===== src/rtl/wb_pkg.sv =====
// Shared defaults and FIFO occupancy state for the register-file writeback arbiter.
package wb_pkg;

  // Default register write data width.
  localparam int DATA_W_DEF = 16;
  // Default register address width (8 architectural registers).
  localparam int REG_AW_DEF = 3;
  // Default depth of the ALU holding FIFO.
  localparam int DEPTH_DEF  = 2;

  // Occupancy of the ALU holding FIFO.
  typedef enum logic [1:0] {
    EMPTY    = 2'd0,
    BUFFERED = 2'd1,
    FULL     = 2'd2
  } fifo_state_e;

endpackage


===== src/rtl/wb_fifo.sv =====
// ALU holding FIFO: entry storage, wrap-around pointers, occupancy count and
// FSM, plus a per-register "pending" map built from the valid entries only.
module wb_fifo
  import wb_pkg::*;
#(
  parameter int DATA_W = DATA_W_DEF,
  parameter int REG_AW = REG_AW_DEF,
  parameter int DEPTH  = DEPTH_DEF,
  localparam int PW    = $clog2(DEPTH),
  localparam int CW    = $clog2(DEPTH + 1),
  localparam int NREG  = 2 ** REG_AW
) (
  input  logic              clk,
  input  logic              rst,
  input  logic              push,
  input  logic [REG_AW-1:0] push_reg,
  input  logic [DATA_W-1:0] push_data,
  input  logic              pop,
  output logic [REG_AW-1:0] head_reg,
  output logic [DATA_W-1:0] head_data,
  output logic              empty,
  output logic              full,
  output logic [CW-1:0]     count,
  output logic [NREG-1:0]   pending
);

  localparam logic [CW-1:0] DEPTH_C = CW'(DEPTH);
  localparam logic [CW-1:0] ONE_C   = CW'(1);

  // Entry storage; contents are only meaningful below the current count.
  logic [REG_AW-1:0] ent_reg_q  [DEPTH];
  logic [DATA_W-1:0] ent_data_q [DEPTH];

  logic [PW-1:0]     rd_ptr_q, rd_ptr_d;
  logic [PW-1:0]     wr_ptr_q, wr_ptr_d;
  logic [CW-1:0]     count_q, count_d;
  fifo_state_e       state_q, state_d;
  logic              do_push, do_pop;

  logic [DEPTH-1:0]      entry_valid;
  logic [NREG*DEPTH-1:0] hit_flat;

  // Qualify requests: never pop when empty, never push when full unless a pop frees a slot.
  always_comb begin
    do_pop  = pop && (state_q != EMPTY);
    do_push = push && ((state_q != FULL) || do_pop);
  end

  // Next pointers and count; pointers wrap naturally because DEPTH is a power of two.
  always_comb begin
    rd_ptr_d = rd_ptr_q;
    wr_ptr_d = wr_ptr_q;
    count_d  = count_q;
    if (do_pop) begin
      rd_ptr_d = rd_ptr_q + PW'(1);
    end
    if (do_push) begin
      wr_ptr_d = wr_ptr_q + PW'(1);
    end
    if (do_push && !do_pop) begin
      count_d = count_q + ONE_C;
    end else if (do_pop && !do_push) begin
      count_d = count_q - ONE_C;
    end
  end

  // Occupancy FSM: moves only on an unbalanced push or pop at the boundary counts.
  always_comb begin
    state_d = state_q;
    case (state_q)
      EMPTY: begin
        if (do_push && !do_pop) begin
          state_d = BUFFERED;
        end
      end
      BUFFERED: begin
        if (do_push && !do_pop && (count_q == DEPTH_C - ONE_C)) begin
          state_d = FULL;
        end else if (do_pop && !do_push && (count_q == ONE_C)) begin
          state_d = EMPTY;
        end
      end
      FULL: begin
        if (do_pop && !do_push) begin
          state_d = BUFFERED;
        end
      end
      default: state_d = EMPTY;
    endcase
  end

  // Control registers; reset empties the FIFO so stale entries can never issue.
  always_ff @(posedge clk or negedge rst) begin
    if (!rst) begin
      rd_ptr_q <= '0;
      wr_ptr_q <= '0;
      count_q  <= '0;
      state_q  <= EMPTY;
    end else begin
      rd_ptr_q <= rd_ptr_d;
      wr_ptr_q <= wr_ptr_d;
      count_q  <= count_d;
      state_q  <= state_d;
    end
  end

  // Entry storage write on an accepted push; no reset needed since validity comes from count.
  always_ff @(posedge clk) begin
    if (do_push) begin
      ent_reg_q[wr_ptr_q]  <= push_reg;
      ent_data_q[wr_ptr_q] <= push_data;
    end
  end

  assign head_reg  = ent_reg_q[rd_ptr_q];
  assign head_data = ent_data_q[rd_ptr_q];
  assign empty     = (state_q == EMPTY);
  assign full      = (state_q == FULL);
  assign count     = count_q;

  // An entry is live when its distance from the read pointer is below the count.
  for (genvar gi = 0; gi < DEPTH; gi++) begin : g_valid
    logic [PW-1:0] offset;
    assign offset          = PW'(gi) - rd_ptr_q;
    assign entry_valid[gi] = (CW'(offset) < count_q);
  end

  // Register r is pending while any live entry targets it.
  for (genvar gj = 0; gj < NREG; gj++) begin : g_pend
    for (genvar gi = 0; gi < DEPTH; gi++) begin : g_hit
      assign hit_flat[gj*DEPTH + gi] = entry_valid[gi] && (ent_reg_q[gi] == REG_AW'(gj));
    end
    assign pending[gj] = |hit_flat[gj*DEPTH +: DEPTH];
  end

endmodule


===== src/rtl/wb_arbiter.sv =====
// Register-file writeback arbiter: loads win, buffered ALU results drain next,
// and an ALU result bypasses the FIFO only when nothing else is waiting, so
// ALU writes always retire in issue order. The chosen write is registered.
module wb_arbiter
  import wb_pkg::*;
#(
  parameter int DATA_W = DATA_W_DEF,
  parameter int REG_AW = REG_AW_DEF,
  parameter int DEPTH  = DEPTH_DEF,
  localparam int CW    = $clog2(DEPTH + 1),
  localparam int NREG  = 2 ** REG_AW
) (
  input  logic              clk,
  input  logic              rst,
  input  logic              alu_valid,
  output logic              alu_ready,
  input  logic [REG_AW-1:0] alu_reg,
  input  logic [DATA_W-1:0] alu_data,
  input  logic              mem_valid,
  input  logic [REG_AW-1:0] mem_reg,
  input  logic [DATA_W-1:0] mem_data,
  output logic              rf_we,
  output logic [REG_AW-1:0] rf_waddr,
  output logic [DATA_W-1:0] rf_wdata,
  output logic [NREG-1:0]   pending,
  output logic [CW-1:0]     fifo_count
);

  logic              fifo_push, fifo_pop;
  logic              fifo_empty, fifo_full;
  logic [REG_AW-1:0] head_reg;
  logic [DATA_W-1:0] head_data;

  logic              alu_accept, bypass, grant;
  logic [REG_AW-1:0] grant_reg;
  logic [DATA_W-1:0] grant_data;

  logic              rf_we_q, rf_we_d;
  logic [REG_AW-1:0] rf_waddr_q, rf_waddr_d;
  logic [DATA_W-1:0] rf_wdata_q, rf_wdata_d;

  wb_fifo #(
    .DATA_W (DATA_W),
    .REG_AW (REG_AW),
    .DEPTH  (DEPTH)
  ) u_fifo (
    .clk       (clk),
    .rst       (rst),
    .push      (fifo_push),
    .push_reg  (alu_reg),
    .push_data (alu_data),
    .pop       (fifo_pop),
    .head_reg  (head_reg),
    .head_data (head_data),
    .empty     (fifo_empty),
    .full      (fifo_full),
    .count     (fifo_count),
    .pending   (pending)
  );

  // Arbitration: load first, then FIFO head, then ALU bypass; accepted ALU work that loses is buffered.
  always_comb begin
    fifo_pop   = !fifo_empty && !mem_valid;
    alu_ready  = rst && (!fifo_full || fifo_pop);
    alu_accept = alu_valid && alu_ready;
    bypass     = alu_accept && !mem_valid && fifo_empty;
    fifo_push  = alu_accept && !bypass;

    grant      = 1'b0;
    grant_reg  = '0;
    grant_data = '0;
    if (mem_valid) begin
      grant      = 1'b1;
      grant_reg  = mem_reg;
      grant_data = mem_data;
    end else if (fifo_pop) begin
      grant      = 1'b1;
      grant_reg  = head_reg;
      grant_data = head_data;
    end else if (bypass) begin
      grant      = 1'b1;
      grant_reg  = alu_reg;
      grant_data = alu_data;
    end
  end

  // Next write port value: register 0 grants are consumed silently, address/data hold unless a real write issues.
  always_comb begin
    rf_we_d    = grant && (grant_reg != '0);
    rf_waddr_d = rf_waddr_q;
    rf_wdata_d = rf_wdata_q;
    if (rf_we_d) begin
      rf_waddr_d = grant_reg;
      rf_wdata_d = grant_data;
    end
  end

  // Write port register, one cycle behind the grant.
  always_ff @(posedge clk or negedge rst) begin
    if (!rst) begin
      rf_we_q    <= 1'b0;
      rf_waddr_q <= '0;
      rf_wdata_q <= '0;
    end else begin
      rf_we_q    <= rf_we_d;
      rf_waddr_q <= rf_waddr_d;
      rf_wdata_q <= rf_wdata_d;
    end
  end

  assign rf_we    = rf_we_q;
  assign rf_waddr = rf_waddr_q;
  assign rf_wdata = rf_wdata_q;

endmodule


===== config.mk =====
export PLATFORM = sky130hd
export DESIGN_NAME = wb_arbiter
export DESIGN_NICKNAME = d
export VERILOG_FILES = /design/src/rtl/wb_pkg.sv /design/src/rtl/wb_fifo.sv /design/src/rtl/wb_arbiter.sv
export SDC_FILE = /design/constraint.sdc
export NUM_CORES = 1
export LEC_CHECK = 0
export BUFFER_PORTS_ARGS = -buffer_cell sky130_fd_sc_hd__buf_2
export CORE_ASPECT_RATIO = 1.2
export CORE_MARGIN = 4
export CORE_UTILIZATION = 45
export CTS_CLUSTER_DIAMETER = 60
export DETAILED_ROUTE_END_ITERATION = 7
export PLACE_DENSITY = 0.73
export SLEW_MARGIN = 20
export SYNTH_ARGS = -nofsm -noshare
export SYNTH_HDL_FRONTEND = slang
export SYNTH_HIERARCHICAL = 1
export SYNTH_SLANG_ARGS = --single-unit

===== constraint.sdc =====
create_clock -name clk -period 2.66 [get_ports clk]
set_input_delay 0.532 -clock clk [delete_from_list [all_inputs] [get_ports clk]]
set_output_delay 0.532 -clock clk [all_outputs]
set_load 0.05 [all_outputs]

==> results of run 1 <==
-- area by class of cell --
cell class / instances / area [um^2]
Inverter: 23 / 86.3
Multi-Input combinational cell: 128 / 1120
Clock buffer: 11 / 141
Sequential cell: 64 / 1790
Timing Repair Buffer: 81 / 453
Fill cell: 590 / 2710
Tap cell: 85 / 106
Clock inverter: 5 / 80.1
-- cell usage in the layout, fill, tap and decap left out, types with 7 or more instances in the layout --
master	netlist	layout
sky130_fd_sc_hd__dfrtp_1	26	26
sky130_fd_sc_hd__buf_2	0	72
sky130_fd_sc_hd__mux2_4	7	7
sky130_fd_sc_hd__inv_1	23	23
sky130_fd_sc_hd__mux2_2	28	28
sky130_fd_sc_hd__clkbuf_8	0	10
sky130_fd_sc_hd__a21oi_1	16	16
sky130_fd_sc_hd__edfxtp_1	38	38
sky130_fd_sc_hd__a221oi_1	16	16
sky130_fd_sc_hd__a21o_1	7	7
sky130_fd_sc_hd__buf_4	3	7
-- worst paths after layout --
check	to	slack [ps]	cells past startpoint
worst min register to register	rf_waddr[0]	490	1
max in group asynchronous	rf_waddr[1]	2060	2
worst max-delay path	pending[4]	440	4
worst max register to register	u_fifo/state_q[0]	500	10
worst min-delay path	u_fifo/count[1]	70	1
min in group clk	u_fifo/ent_data_q[0][15]	400	1
-- metrics by stage --
step | setup TNS (ps) | util [%] | power [mW]
6_report | 0 | 58.3 | 4.28
5_1_grt | 0 | 58.3 | 4.50
4_1_cts | 0 | 58.3 | 4.31
3_5_place_dp | 0 | 54.9 | 3.40
3_3_place_gp | 0 | 54.9 | 3.36
2_1_floorplan | -6790 | - | 2.94
-- state kept, by name, indices dropped and copies added, names as in the netlist --
signal,cells
u_fifo/wr_ptr_q,1
rf_waddr,3
u_fifo/rd_ptr_q,1
u_fifo/ent_data_q,32
u_fifo/count,2
u_fifo/ent_reg_q,6
rf_we,1
u_fifo/state_q,2
rf_wdata,16
-- metal layers --
layer  track usage [%]  vias to the layer above  wire length (um)
met5                 0                        -                 0
met4              6.92                        0                77
met3              4.47                        7               374
met2              27.3                       67              3300
met1              20.6                     1002              2780
li1                  -                     1004                 -
-- cell families after synthesis --
logic type,after synthesis,share of synthesized area (%)
simple gates,27,5.83
flops,64,59.2
xor+xnor,4,1.16
compound gates,59,14.1
mux,35,13.9
buf+inv,32,4.59
fa+ha+maj,3,1.24
-- report_power, final --
part / switching, mW / internal, mW / leakage, nW / total [mW]
logic: 1.22 / 0.665 / 0.881 / 1.88
clock network: 0.364 / 0.552 / 0.106 / 0.916
registers: 0.172 / 1.31 / 0.654 / 1.48
total: 1.75 / 2.53 / 1.64 / 4.28
==> results.rst, run 1 <==
.. list-table::
   :header-rows: 1

   * - Metric
     - Value
   * - H-tree depth
     - 3
   * - Clock transition at the registers of the reported paths
     - 70 ps
   * - Antenna Diode Count
     - 0
   * - Routability congestion estimate
     - 0.811
   * - Origin of the critical flop-to-flop path
     - u_fifo/state_q[0]
   * - Area of all placed cells without fillers
     - 0.00378 mm^2
   * - Height of the chip
     - 97.8 um
   * - CP Max Fanout
     - 8
   * - Status
     - completed
   * - Core region area
     - 0.00649 mm^2
   * - Number of buffers inserted by hold repair at cts
     - 0
   * - Period Utilization, post-route
     - 83.4%
   * - Port-buffer cells
     - 72
   * - Initial antenna violation count
     - 0
   * - Number of flops mapped to enable cells by yosys
     - 38
   * - Cell chosen for the clock root
     - sky130_fd_sc_hd__clkbuf_8
   * - Cell accounting for the most synthesized area
     - sky130_fd_sc_hd__edfxtp_1
   * - WL per Instance
     - 16.4 um
   * - Maximum number of pins on one net before global-route repair
     - 33
   * - Peak Freq
     - 0.451 GHz
   * - DP HPWL
     - 4670 um
   * - Setup-violating endpoint count in the final report
     - 0
   * - FF+latch count, synth
     - 64
   * - Maximum vdd drop
     - 0.652 mV
   * - Total I/O pin count
     - 73
   * - Residual DRC count
     - 0
   * - Mapped Area
     - 0.00303 mm^2
   * - Critical path buffers and inverters
     - 1
   * - Wire length of the first global-routing pass
     - 10500 um
   * - Leak Pwr
     - 1.64 nW
   * - Proportion of netlist area held by the largest area contributor
     - 37.7%
   * - Required time reported for the critical path endpoint
     - 2130 ps
   * - Top post-synthesis cells by count
     - sky130_fd_sc_hd__edfxtp_1, sky130_fd_sc_hd__mux2_2, sky130_fd_sc_hd__dfrtp_1
   * - Max Cap Violations
     - 0
   * - Total number of clock tree sinks
     - 64
   * - Share of cells above drive strength 1
     - 46.2%
   * - Beginning of the critical path
     - u_fifo/rd_ptr_q
   * - Horizontal extent of the die
     - 82.9 um
   * - Rel. slew slack
     - 62.6%
   * - Start-to-end type of the worst setup path
     - flip-flop to output port
   * - Arrival time at the worst endpoint
     - 1690 ps
   * - Area of the die
     - 0.00810 mm^2
   * - Post-detailed-placement cell area
     - 0.00356 mm^2
   * - Number of library cell types mapped by synthesis
     - 34
   * - Worst-case setup margin in the final layout
     - 442 ps
   * - DRT Pass-1 Iters
     - 4
   * - Synth async-reset ratio
     - 40.6%
   * - Clock tree from TritonCTS
     - yes
   * - CP Launch Type
     - flip-flop
   * - Cell chain of the critical path
     - nor2b_2 -> o21ai_1 -> o32ai_2 -> buf_2
   * - Non-Filler Instances
     - 397
   * - Synth Instances
     - 224
   * - Final Net Count
     - 352
   * - Iteration-0 DRC count of the detailed router
     - 98
   * - Post-route ant nets
     - 0
   * - Cell with the largest stage delay on the worst path
     - sky130_fd_sc_hd__dfrtp_1
   * - Detailed-route wire length
     - 6530 um
   * - Post-Synthesis Mean Instance Area
     - 13.5 um^2
   * - Total via count in the routed design
     - 2080
   * - Initial core utilization
     - 46.6%
   * - Portion of the post-synthesis area used by sequential elements
     - 59.2%
   * - GRT Residual Overflow
     - 0
   * - Largest stage delay on the critical path
     - 490 ps
   * - Post-CTS resize count
     - 0
   * - Pre-CTS worst setup slack
     - 504 ps
   * - Total global-route track usage
     - 16.6%
   * - Endpoints failing hold
     - 0
   * - Number of vias per cell after detailed routing
     - 5.24
   * - Dominant cell by count in the synthesized netlist
     - sky130_fd_sc_hd__edfxtp_1
   * - Net count after synthesis
     - 269
   * - Cells after DPL
     - 381
   * - Number of placement rows
     - 32
   * - Gate family responsible for the most delay along the worst path
     - flip-flops
   * - Power per cell area
     - 1130 mW/mm^2
   * - Clock network latency to the later pin of the worst-skew pair
     - 330 ps
   * - Buffer levels on the longest clock path
     - 2
   * - Leading register cell type out of synthesis
     - sky130_fd_sc_hd__edfxtp_1
   * - Synthesis-to-finish area growth
     - 25.0%
   * - Final critical-path required period
     - 2220 ps
   * - Slew @ Worst Pin
     - 560 ps
   * - Synth Warn #
     - 6
   * - Worst hold slack
     - 67.2 ps
   * - Worst-case clock skew
     - 9.29 ps
   * - Post-CTS setup buffer count
     - 0
   * - Cell types with the largest area share after synthesis
     - sky130_fd_sc_hd__edfxtp_1, sky130_fd_sc_hd__dfrtp_1, sky130_fd_sc_hd__mux2_2
   * - CP Capture Type
     - output port
   * - Final Slew Violations
     - 0
   * - Worst min-delay path class
     - input pin to asynchronous set/reset pin
   * - Vias in the first global route
     - 2121
   * - Cts bufs inserted
     - 9
   * - Unrepaired setup endpoints after global routing
     - false
(Power assumes the default switching activity.)
==> run 2, diff against run 1 <==
- clock period: 2.66 -> 2.3 ns (I/O delays scaled with it)
==> results.rst, run 2 (same netlist as run 1, synthesis figures left out) <==
.. list-table::
   :header-rows: 1

   * - Metric
     - Value
   * - Status
     - completed (unchanged)
   * - Peak Freq
     - 0.453 GHz
   * - Cell chosen for the clock root
     - sky130_fd_sc_hd__clkbuf_8 (unchanged)
   * - Required time reported for the critical path endpoint
     - 2540 ps (was 2130 ps)
   * - CP Capture Type
     - flip-flop (was output port)
   * - DRT Pass-1 Iters
     - 4 (unchanged)
   * - Period Utilization, post-route
     - 96.0%
   * - Layout Utilization
     - 58.7% (was 58.3%)
   * - CP Max Fanout
     - 7 (was 8)
   * - Leak Pwr
     - 1.65 nW (was 1.64 nW)
   * - Routability congestion estimate
     - 0.833 (was 0.811)
   * - Post-route ant nets
     - 0 (unchanged)
   * - Maximum vdd drop
     - 0.842 mV (was 0.652 mV)
   * - Number of vias per cell after detailed routing
     - 5.31 (was 5.24)
   * - Worst hold slack
     - 330 ps (was 67.2 ps)
   * - Critical path buffers and inverters
     - 3 (was 1)
   * - Worst-case clock skew
     - 6.33 ps (was 9.29 ps)
   * - Slew @ Worst Pin
     - 526 ps (was 560 ps)
   * - Core region area
     - 0.00649 mm^2 (unchanged)
   * - Share of cells above drive strength 1
     - 46.8% (was 46.2%)
   * - Final Net Count
     - 354 (was 352)
   * - Final Slew Violations
     - 0 (unchanged)
   * - Most flops, register
     - u_fifo/ent_data_q (unchanged)
   * - Most frequent cells in the layout
     - sky130_fd_sc_hd__buf_2, sky130_fd_sc_hd__edfxtp_1, sky130_fd_sc_hd__mux2_2 (unchanged)
   * - Endpoints failing hold
     - 0 (unchanged)
   * - Iteration-0 DRC count of the detailed router
     - 125 (was 98)
   * - Rel. slew slack
     - 64.9% (was 62.6%)
   * - Largest stage delay on the critical path
     - 530 ps (was 490 ps)
   * - Antenna Diode Count
     - 0 (unchanged)
   * - Cell with the largest stage delay on the worst path
     - sky130_fd_sc_hd__dlygate4sd3_1 (was sky130_fd_sc_hd__dfrtp_1)
   * - Total via count in the routed design
     - 2117 (was 2080)
   * - Cell chain of the critical path
     - dlygate4sd3_1 -> buf_2 -> and2_1 -> and3_1 -> o21ai_4 -> inv_1 -> ha_2 -> o211ai_1 -> o21ai_0 -> o21ai_0 (was nor2b_2 -> o21ai_1 -> o32ai_2 -> buf_2)
   * - Max FFs per register
     - 32 (unchanged)
   * - Cell occurring most often along the worst timing path
     - sky130_fd_sc_hd__o21ai_0
   * - Initial antenna violation count
     - 0 (unchanged)
   * - Number of placement rows
     - 32 (unchanged)
   * - Worst min-delay path class
     - input pin to flip-flop (was input pin to asynchronous set/reset pin)
   * - H-tree depth
     - 3 (unchanged)
   * - Horizontal extent of the die
     - 82.9 um (unchanged)
   * - WL per Instance
     - 16.7 um (was 16.4 um)
   * - Total number of clock tree sinks
     - 64 (unchanged)
   * - Detailed-route wire length
     - 6660 um (was 6530 um)
   * - Total I/O pin count
     - 73 (unchanged)
   * - Design Power
     - 4.97 mW (was 4.28 mW)
   * - Wire length of the first global-routing pass
     - 11100 um (was 10500 um)
   * - Clock network latency to the later pin of the worst-skew pair
     - 330 ps (about the same)
   * - Initial core utilization
     - 46.6% (unchanged)
   * - Clock transition at the registers of the reported paths
     - 70 ps (about the same)
   * - Gate family responsible for the most delay along the worst path
     - buffers and inverters (was flip-flops)
   * - Start-to-end type of the worst setup path
     - input pin to flip-flop (was flip-flop to output port)
   * - Total global-route track usage
     - 17.1% (was 16.6%)
   * - Residual DRC count
     - 0 (unchanged)
   * - Height of the chip
     - 97.8 um (unchanged)
   * - Leading cell type in the layout, fill and taps excluded
     - sky130_fd_sc_hd__buf_2 (unchanged)
   * - DP HPWL
     - 4720 um (was 4670 um)
   * - Unrepaired setup endpoints after global routing
     - false (unchanged)
   * - Vias in the first global route
     - 2264 (was 2121)
   * - GRT Residual Overflow
     - 0 (unchanged)
   * - Filler Cells Inserted
     - 549 (was 590)
   * - Cts bufs inserted
     - 9 (unchanged)
   * - Port-buffer cells
     - 72 (unchanged)
   * - Buffer levels on the longest clock path
     - 2 (unchanged)
   * - Maximum number of pins on one net before global-route repair
     - 23 (was 33)
   * - Pre-CTS worst setup slack
     - 130 ps (was 504 ps)
   * - CP Launch Type
     - input pin (was flip-flop)
   * - Arrival time at the worst endpoint
     - 2450 ps (was 1690 ps)
   * - Clock tree from TritonCTS
     - yes (unchanged)
   * - Max Cap Violations
     - 0 (unchanged)
   * - Setup-violating endpoint count in the final report
     - 0 (unchanged)
   * - Final critical-path required period
     - 2210 ps
   * - Power per cell area
     - 1310 mW/mm^2 (was 1130 mW/mm^2)
   * - Synthesis-to-finish area growth
     - 25.8% (was 25.0%)
   * - Area of the die
     - 0.00810 mm^2 (unchanged)
   * - Worst-case setup margin in the final layout
     - 91.1 ps (was 442 ps)
==> run 2: changes by cell type in the layout (fill, tap and decap cells not counted), sizes merged <==
cell and delta:
clkbuf +2, clkinvlp -2, buf +1, dlygate4sd3 +1
==> run 2: path summary, 6_finish.rpt <==
path / start / to / slack [ps] / cells past startpoint
worst min-delay path: alu_data[7] / u_fifo/ent_data_q[1][7] / 330 / 1
worst max-delay path: rst / u_fifo/state_q[0] / 90 / 10
min in group asynchronous: rst / u_fifo/state_q[1] / 510 / 2
max in group asynchronous: rst / u_fifo/count[1] / 1240 / 3
worst min register to register: rf_waddr[0] / rf_waddr[0] / 480 / 1
worst max register to register: u_fifo/state_q[0] / u_fifo/state_q[0] / 160 / 11
==> run 2: power by group <==
| part | switching, mW | internal [mW] |
|---|---|---|
| registers | 0.181 | 1.52 |
| clock network | 0.406 | 0.669 |
| logic | 1.43 | 0.776 |
==> run 2: through the flow <==
stage,std cells,cell area (um^2),setup TNS (ps)
final,399,3810,0
after floorplan,224,3050,-1340
after detailed placement,382,3570,0
after global routing,399,3810,0
after CTS,399,3800,0
after global placement,382,3570,0
==> run 2: final cells by class <==
cell class | instances | area (um^2) | share of cell area (%)
inverters | 23 | 86.3 | 2.27
clock buffers | 13 | 159 | 4.17
flip-flops and latches | 64 | 1790 | 47.1
repair buffers | 83 | 470 | 12.4
well taps | 85 | 106 | 2.79
clock inverters | 3 | 65.1 | 1.71
multi-input cells | 128 | 1130 | 29.6
==> run 2: timing repair <==
item | in CTS | in global routing
gates resized for setup | 0 | 4
hold buffers | 1 | 0
endpoints found under the setup margin | 0 | 1
hold endpoints to repair | 4 | 0
setup buffers | 0 | 0
==> run 2: metal layers <==
layer | GRT usage [%] | wire length [um] | vias to the layer above
li1 | - | - | 1017
met1 | 19.9 | 2820 | 1036
met2 | 29.1 | 3410 | 58
met3 | 4.89 | 339 | 6
met4 | 8.18 | 93 | 0
met5 | 0 | 0 | -
